**config.mk**
```make
export PLATFORM = sky130hd
export DESIGN_NAME = eth_frame_tx_arb
export DESIGN_NICKNAME = d
export VERILOG_FILES = /design/src/rtl/eth_frame_tx_arb.sv
export SDC_FILE = /design/constraint.sdc
export NUM_CORES = 1
export LEC_CHECK = 0
export ABC_AREA = 1
export ABC_CLOCK_PERIOD_IN_PS = 2760
export BUFFER_PORTS_ARGS = -buffer_cell sky130_fd_sc_hd__buf_4
export CAP_MARGIN = 0
export CORE_AREA = 2 2 159 161
export DETAILED_ROUTE_END_ITERATION = 8
export DIE_AREA = 0 0 161 163
export GPL_TIMING_DRIVEN = 0
export PLACE_DENSITY = 0.49
export RECOVER_POWER = 100
export SYNTH_ARGS = -nofsm -noshare
export SYNTH_HDL_FRONTEND = slang
export SYNTH_SLANG_ARGS = --single-unit
```
**constraint.sdc**
```tcl
create_clock -name clk -period 2.76 [get_ports clk]
set_clock_uncertainty 0.15 [all_clocks]
set_input_delay 0 -clock clk [delete_from_list [all_inputs] [get_ports clk]]
set_output_delay 0 -clock clk [all_outputs]
set_load 0.1 [all_outputs]
```
**src/rtl/eth_frame_tx_arb.sv**
```systemverilog
// rtl/eth_frame_tx_arb.sv - round-robin whole-frame arbiter feeding eth_axis_tx
// Header handshake plus payload stream are switched per frame; grant is held through tlast.
module eth_frame_tx_arb #(
  parameter int PORTS      = 2,
  parameter int DATA_WIDTH = 8
) (
  input  logic                        clk,
  input  logic                        rst_n,
  input  logic [PORTS-1:0]            s_eth_hdr_valid,
  output logic [PORTS-1:0]            s_eth_hdr_ready,
  input  logic [PORTS*48-1:0]         s_eth_dest_mac,
  input  logic [PORTS*48-1:0]         s_eth_src_mac,
  input  logic [PORTS*16-1:0]         s_eth_type,
  input  logic [PORTS*DATA_WIDTH-1:0] s_eth_payload_axis_tdata,
  input  logic [PORTS-1:0]            s_eth_payload_axis_tvalid,
  input  logic [PORTS-1:0]            s_eth_payload_axis_tlast,
  input  logic [PORTS-1:0]            s_eth_payload_axis_tuser,
  output logic [PORTS-1:0]            s_eth_payload_axis_tready,
  output logic                        m_eth_hdr_valid,
  input  logic                        m_eth_hdr_ready,
  output logic [47:0]                 m_eth_dest_mac,
  output logic [47:0]                 m_eth_src_mac,
  output logic [15:0]                 m_eth_type,
  output logic [DATA_WIDTH-1:0]       m_eth_payload_axis_tdata,
  output logic                        m_eth_payload_axis_tvalid,
  output logic                        m_eth_payload_axis_tlast,
  output logic                        m_eth_payload_axis_tuser,
  input  logic                        m_eth_payload_axis_tready,
  output logic [PORTS-1:0]            grant,
  output logic                        busy,
  output logic [31:0]                 frame_count
);

  localparam int IW = (PORTS > 1) ? $clog2(PORTS) : 1;

  typedef enum logic [1:0] {ST_IDLE, ST_HDR, ST_PAYLOAD} state_t;

  state_t           r_state;
  state_t           w_state_nxt;
  logic [IW-1:0]    r_last;
  logic [PORTS-1:0] r_grant;
  logic [31:0]      r_frame_count;

  logic [IW-1:0]    w_sel;
  logic [IW-1:0]    w_cand;
  logic             w_found;
  logic             w_g_hdr_valid;
  logic             w_g_tvalid;
  logic             w_g_tlast;
  logic             w_hdr_hs;
  logic             w_eof_hs;

  // r_last doubles as the owner index: it only changes on a grant, so it always names port g.
  always_comb begin
    w_g_hdr_valid             = 1'b0;
    w_g_tvalid                = 1'b0;
    w_g_tlast                 = 1'b0;
    m_eth_dest_mac            = '0;
    m_eth_src_mac             = '0;
    m_eth_type                = '0;
    m_eth_payload_axis_tdata  = '0;
    m_eth_payload_axis_tuser  = 1'b0;
    s_eth_hdr_ready           = '0;
    s_eth_payload_axis_tready = '0;
    for (int i = 0; i < PORTS; i++) begin
      if (r_last == IW'(i)) begin
        w_g_hdr_valid                = s_eth_hdr_valid[i];
        w_g_tvalid                   = s_eth_payload_axis_tvalid[i];
        w_g_tlast                    = s_eth_payload_axis_tlast[i];
        m_eth_dest_mac               = s_eth_dest_mac[i*48 +: 48];
        m_eth_src_mac                = s_eth_src_mac[i*48 +: 48];
        m_eth_type                   = s_eth_type[i*16 +: 16];
        m_eth_payload_axis_tdata     = s_eth_payload_axis_tdata[i*DATA_WIDTH +: DATA_WIDTH];
        m_eth_payload_axis_tuser     = s_eth_payload_axis_tuser[i];
        s_eth_hdr_ready[i]           = (r_state == ST_HDR) && m_eth_hdr_ready;
        s_eth_payload_axis_tready[i] = (r_state == ST_PAYLOAD) && m_eth_payload_axis_tready;
      end
    end
  end

  // Search upward from last+1 so the port that just finished is considered last.
  always_comb begin
    w_found = 1'b0;
    w_sel   = r_last;
    w_cand  = r_last;
    for (int k = 1; k <= PORTS; k++) begin
      w_cand = IW'((int'(r_last) + k) % PORTS);
      if (!w_found && s_eth_hdr_valid[w_cand]) begin
        w_found = 1'b1;
        w_sel   = w_cand;
      end
    end
  end

  assign m_eth_hdr_valid           = (r_state == ST_HDR) && w_g_hdr_valid;
  assign m_eth_payload_axis_tvalid = (r_state == ST_PAYLOAD) && w_g_tvalid;
  assign m_eth_payload_axis_tlast  = w_g_tlast;
  assign w_hdr_hs                  = m_eth_hdr_valid && m_eth_hdr_ready;
  assign w_eof_hs                  = m_eth_payload_axis_tvalid && m_eth_payload_axis_tready && w_g_tlast;

  always_comb begin
    w_state_nxt = r_state;
    case (r_state)
      ST_IDLE:    if (w_found)  w_state_nxt = ST_HDR;
      ST_HDR:     if (w_hdr_hs) w_state_nxt = ST_PAYLOAD;
      ST_PAYLOAD: if (w_eof_hs) w_state_nxt = ST_IDLE;
      default:                  w_state_nxt = ST_IDLE;
    endcase
  end

  always_ff @(posedge clk or negedge rst_n) begin
    if (!rst_n) begin
      r_state       <= ST_IDLE;
      r_last        <= IW'(PORTS - 1);
      r_grant       <= '0;
      r_frame_count <= '0;
    end else begin
      r_state <= w_state_nxt;
      if (r_state == ST_IDLE && w_found) begin
        r_last  <= w_sel;
        r_grant <= {{(PORTS-1){1'b0}}, 1'b1} << w_sel;
      end
      if (w_eof_hs) begin
        r_frame_count <= r_frame_count + 32'd1;
        r_grant       <= '0;
      end
    end
  end

  assign grant       = r_grant;
  assign busy        = (r_state != ST_IDLE);
  assign frame_count = r_frame_count;

endmodule
```
==> flow_summary.json <==
{
  "outcome": "finished, violations left",
  "violations": "max-capacitance violations, max-slew violations",
  "fin_cells": 1497,
  "die_x_um": 161,
  "drt-total-wl_mm": 23.9,
  "synth_warnings": 0,
  "yosysTopAreaCellShare": 0.511,
  "netSwitchingFraction": 0.779,
  "root_buffer": "clkbuf_16",
  "worstSetupPathType": "flip-flop to output port",
  "r2r_setup_slack_ns": 0.27,
  "initial_utilization": 0.154,
  "finalSetupTns_ns": 0,
  "grt-ovfl-total": 0,
  "grt_pass1_wl_mm": 34.3,
  "critical_path_peak_fanout": 19,
  "p_sw_w": 0.00818,
  "area.growth.synth_to_final_pct": 88.2,
  "setup_violations": 0,
  "cp-end-kind": "output port",
  "cts_sinks": 37,
  "worst_ep_required_time_ns": 2.61,
  "rsz0062_at_grt": "false",
  "syn_area_um2": 3810,
  "ys_top_cells_by_count": "nand2_1 (518), nor2_1 (46), dfrtp_1 (36), inv_1 (34), clkbuf_1 (21)",
  "synth_edf_count": 0,
  "cp-start-kind": "flip-flop",
  "ys_async_sr_fraction": 1.00,
  "fin_nets": 1417,
  "crit_arrival_ns": 2.41,
  "hpwl_mm": 20.8,
  "h-tree-depth": 2,
  "r2r_start": "r_last",
  "whs_path_depth": 6,
  "critical_path.top_delay_family": "buffers and inverters",
  "clkTransAtPathRegs_ns": 0.06,
  "synth_cells": 739,
  "ys_seq_area_frac": 0.244,
  "dp.cells": 1483,
  "gr-usage-all-layers": 0.171,
  "rr_worst_depth": 10,
  "fp-row-count": 58,
  "whs_endpoint": "frame_count[3]",
  "coreArea_um2": 24700,
  "vias": 5905,
  "die_area_um2": 26200,
  "p_int_w": 0.00231,
  "cts_buffer_depth": 2,
  "place_congestion": 0.811,
  "cp_slowest_cell": "clkbuf_1",
  "drtIter0Drc": 245,
  "synth_fp_nets": 992,
  "maxCapViolations": 1,
  "synth_top_area_cell": "nand2_1",
  "ant_nets": 0,
  "leakage_nw": 4.06,
  "period_needed_ns": 2.56,
  "wl_per_cell_um": 15.9,
  "powerDensity_nw_per_um2": 1470,
  "hp-class": "input port to flip-flop",
  "synth_area_leaders": "nand2_1 (51%), dfrtp_1 (24%), nor2_1 (4.5%), inv_1 (3.4%), xnor2_1 (2.3%)",
  "combPwrFrac": 0.883,
  "grt_max_degree": 38,
  "clkPwrFrac": 0.056,
  "drtPass1Iterations": 4,
  "path_cells": "buf_4, inv_2, buf_6, buf_2, clkbuf_1, nand2_1, nand2_1, clkbuf_4",
  "antenna_found_initial": 4,
  "yosys.cell_types.count": 29,
  "vdd_drop_max_mv": 1.01,
  "hold_start": "m_eth_payload_axis_tready",
  "insertion_delay_ns": 0.28,
  "p_seq_frac": 0.061,
  "path_common_cell": "nand2_1",
  "tightest_slew_ns": 2.02,
  "cts-buffers-inserted": 5,
  "slew_viol_final": 38,
  "drc": 0,
  "viasPerCell": 3.94,
  "drive_above_1_share": 0.345,
  "finalHoldViolations": 0,
  "yosysMostFrequentCell": "nand2_1",
  "ios": 415,
  "syn_avg_cell_area_um2": 5.15,
  "grt_pass1_vias": 5731,
  "synthFlopType": "dfrtp_1",
  "r2r_end": "frame_count[22]",
  "io_buffers": 414,
  "cts_tree": "done",
  "ys_ff_latch": 37,
  "chipHeight_um": 163,
  "slew_headroom": -0.344,
  "post-route-period-util": 0.929,
  "cp_num_buf_inv": 6,
  "max_stage_delay_ns": 0.44,
  "fmax_mhz": 390
}
[cell families after synthesis]
group | share of synthesized area
and+or+nand+nor | 0.633
AOI/OAI and AO/OA | 0.0108
xor gates and xnor gates | 0.0345
adders and majority gates | 0.00329
buffers and inverters | 0.0743
DFF | 0.244
[layout by cell type (no fill, tap or decap), drive strengths merged]
cell type      n
nand2        522
buf          271
clkbuf       181
nor2          54
dfrtp         36
inv           35
nand3         18
nand4         11
xnor2         10
xor2           5
dlygate4sd3    5
o21ai          4
nor3           4
diode          2
nand3b         2
o22ai          1
a21oi          1
o211a          1
clkinv         1
ha             1
clkinvlp       1
dfstp          1
[power groups by stage]
| stage | Clock (W) | Sequential, W | Combinational [W] |
|---|---|---|---|
| floorplan | 0 | 0.000854 | 0.00714 |
| global placement | 0 | 0.000652 | 0.00974 |
| detailed placement | 0 | 0.000654 | 0.00972 |
| CTS | 0.000603 | 0.000644 | 0.00974 |
| global route | 0.000626 | 0.000651 | 0.00966 |
| finish | 0.000584 | 0.000643 | 0.00927 |
[how the worst max path moves through the flow]
| stage | start | end | cells past startpoint |
|---|---|---|---|
| final | r_last | m_eth_dest_mac[5] | 8 |
| after global routing | r_last | frame_count[23] | 9 |
| after CTS | r_last | m_eth_src_mac[27] | 8 |
| after detailed placement | r_last | m_eth_dest_mac[32] | 6 |
| after global placement | r_last | m_eth_dest_mac[32] | 6 |
| after floorplan | r_last | s_eth_hdr_ready[1] | 5 |
[final cells by class]
type	count	area [um2]
repair buffers	419	2820
well taps	330	413
clock inverters	1	7.51
diodes	2	5.00
clock buffers	7	143
inverters	36	135
multi-input cells	634	2580
fillers	2909	17500
plain buffers	31	140
flip-flops and latches	37	927
[metal layers]
metal,up-vias,global-route usage,share of wire,routed length [um]
met1,2602,0.207,0.40,9660
met3,24,0.0471,0.070,1680
met4,4,0.0353,0.016,378
li1,3073,-,-,-
met5,-,0,0.0013,30
met2,202,0.305,0.51,12100
[through the flow]
step	total power [W]	hold WS, ns	cell area (um2)	setup slack (ns)	util
floorplan	0.00800	-0.446	3820	0.344	-
global placement	0.0104	-0.149	7340	0.0982	0.298
detailed placement	0.0104	-0.148	7340	0.185	0.298
CTS	0.0110	0.0937	7540	0.0805	0.306
global route	0.0109	0.239	7160	0.0481	0.290
finish	0.0105	0.200	7160	0.195	0.290
[worst register-to-register path: stages, from the launching register on]
cell      delay [ns]
dfstp_2         0.51
buf_4           0.27
inv_2           0.08
buf_6           0.15
nand2_2         0.07
nand3_1         0.07
nor2_1          0.24
clkbuf_1        0.52
nand4_1         0.15
nand2_1         0.10
nand2_1         0.06
[state kept, by name, summed over array words and instances (netlist names)]
register     count
frame_count     32
grant            2
r_state          2
r_last           1
[what timing repair did]
item / 4_1_cts / 5_1_grt
setup buffers: 0 / 0
gates resized for setup: 0 / 1
hold endpoints to repair: 42 / 0
setup endpoints to repair: 5 / 1
hold buffers: 5 / 0
Power figures use the tool's default switching activity.
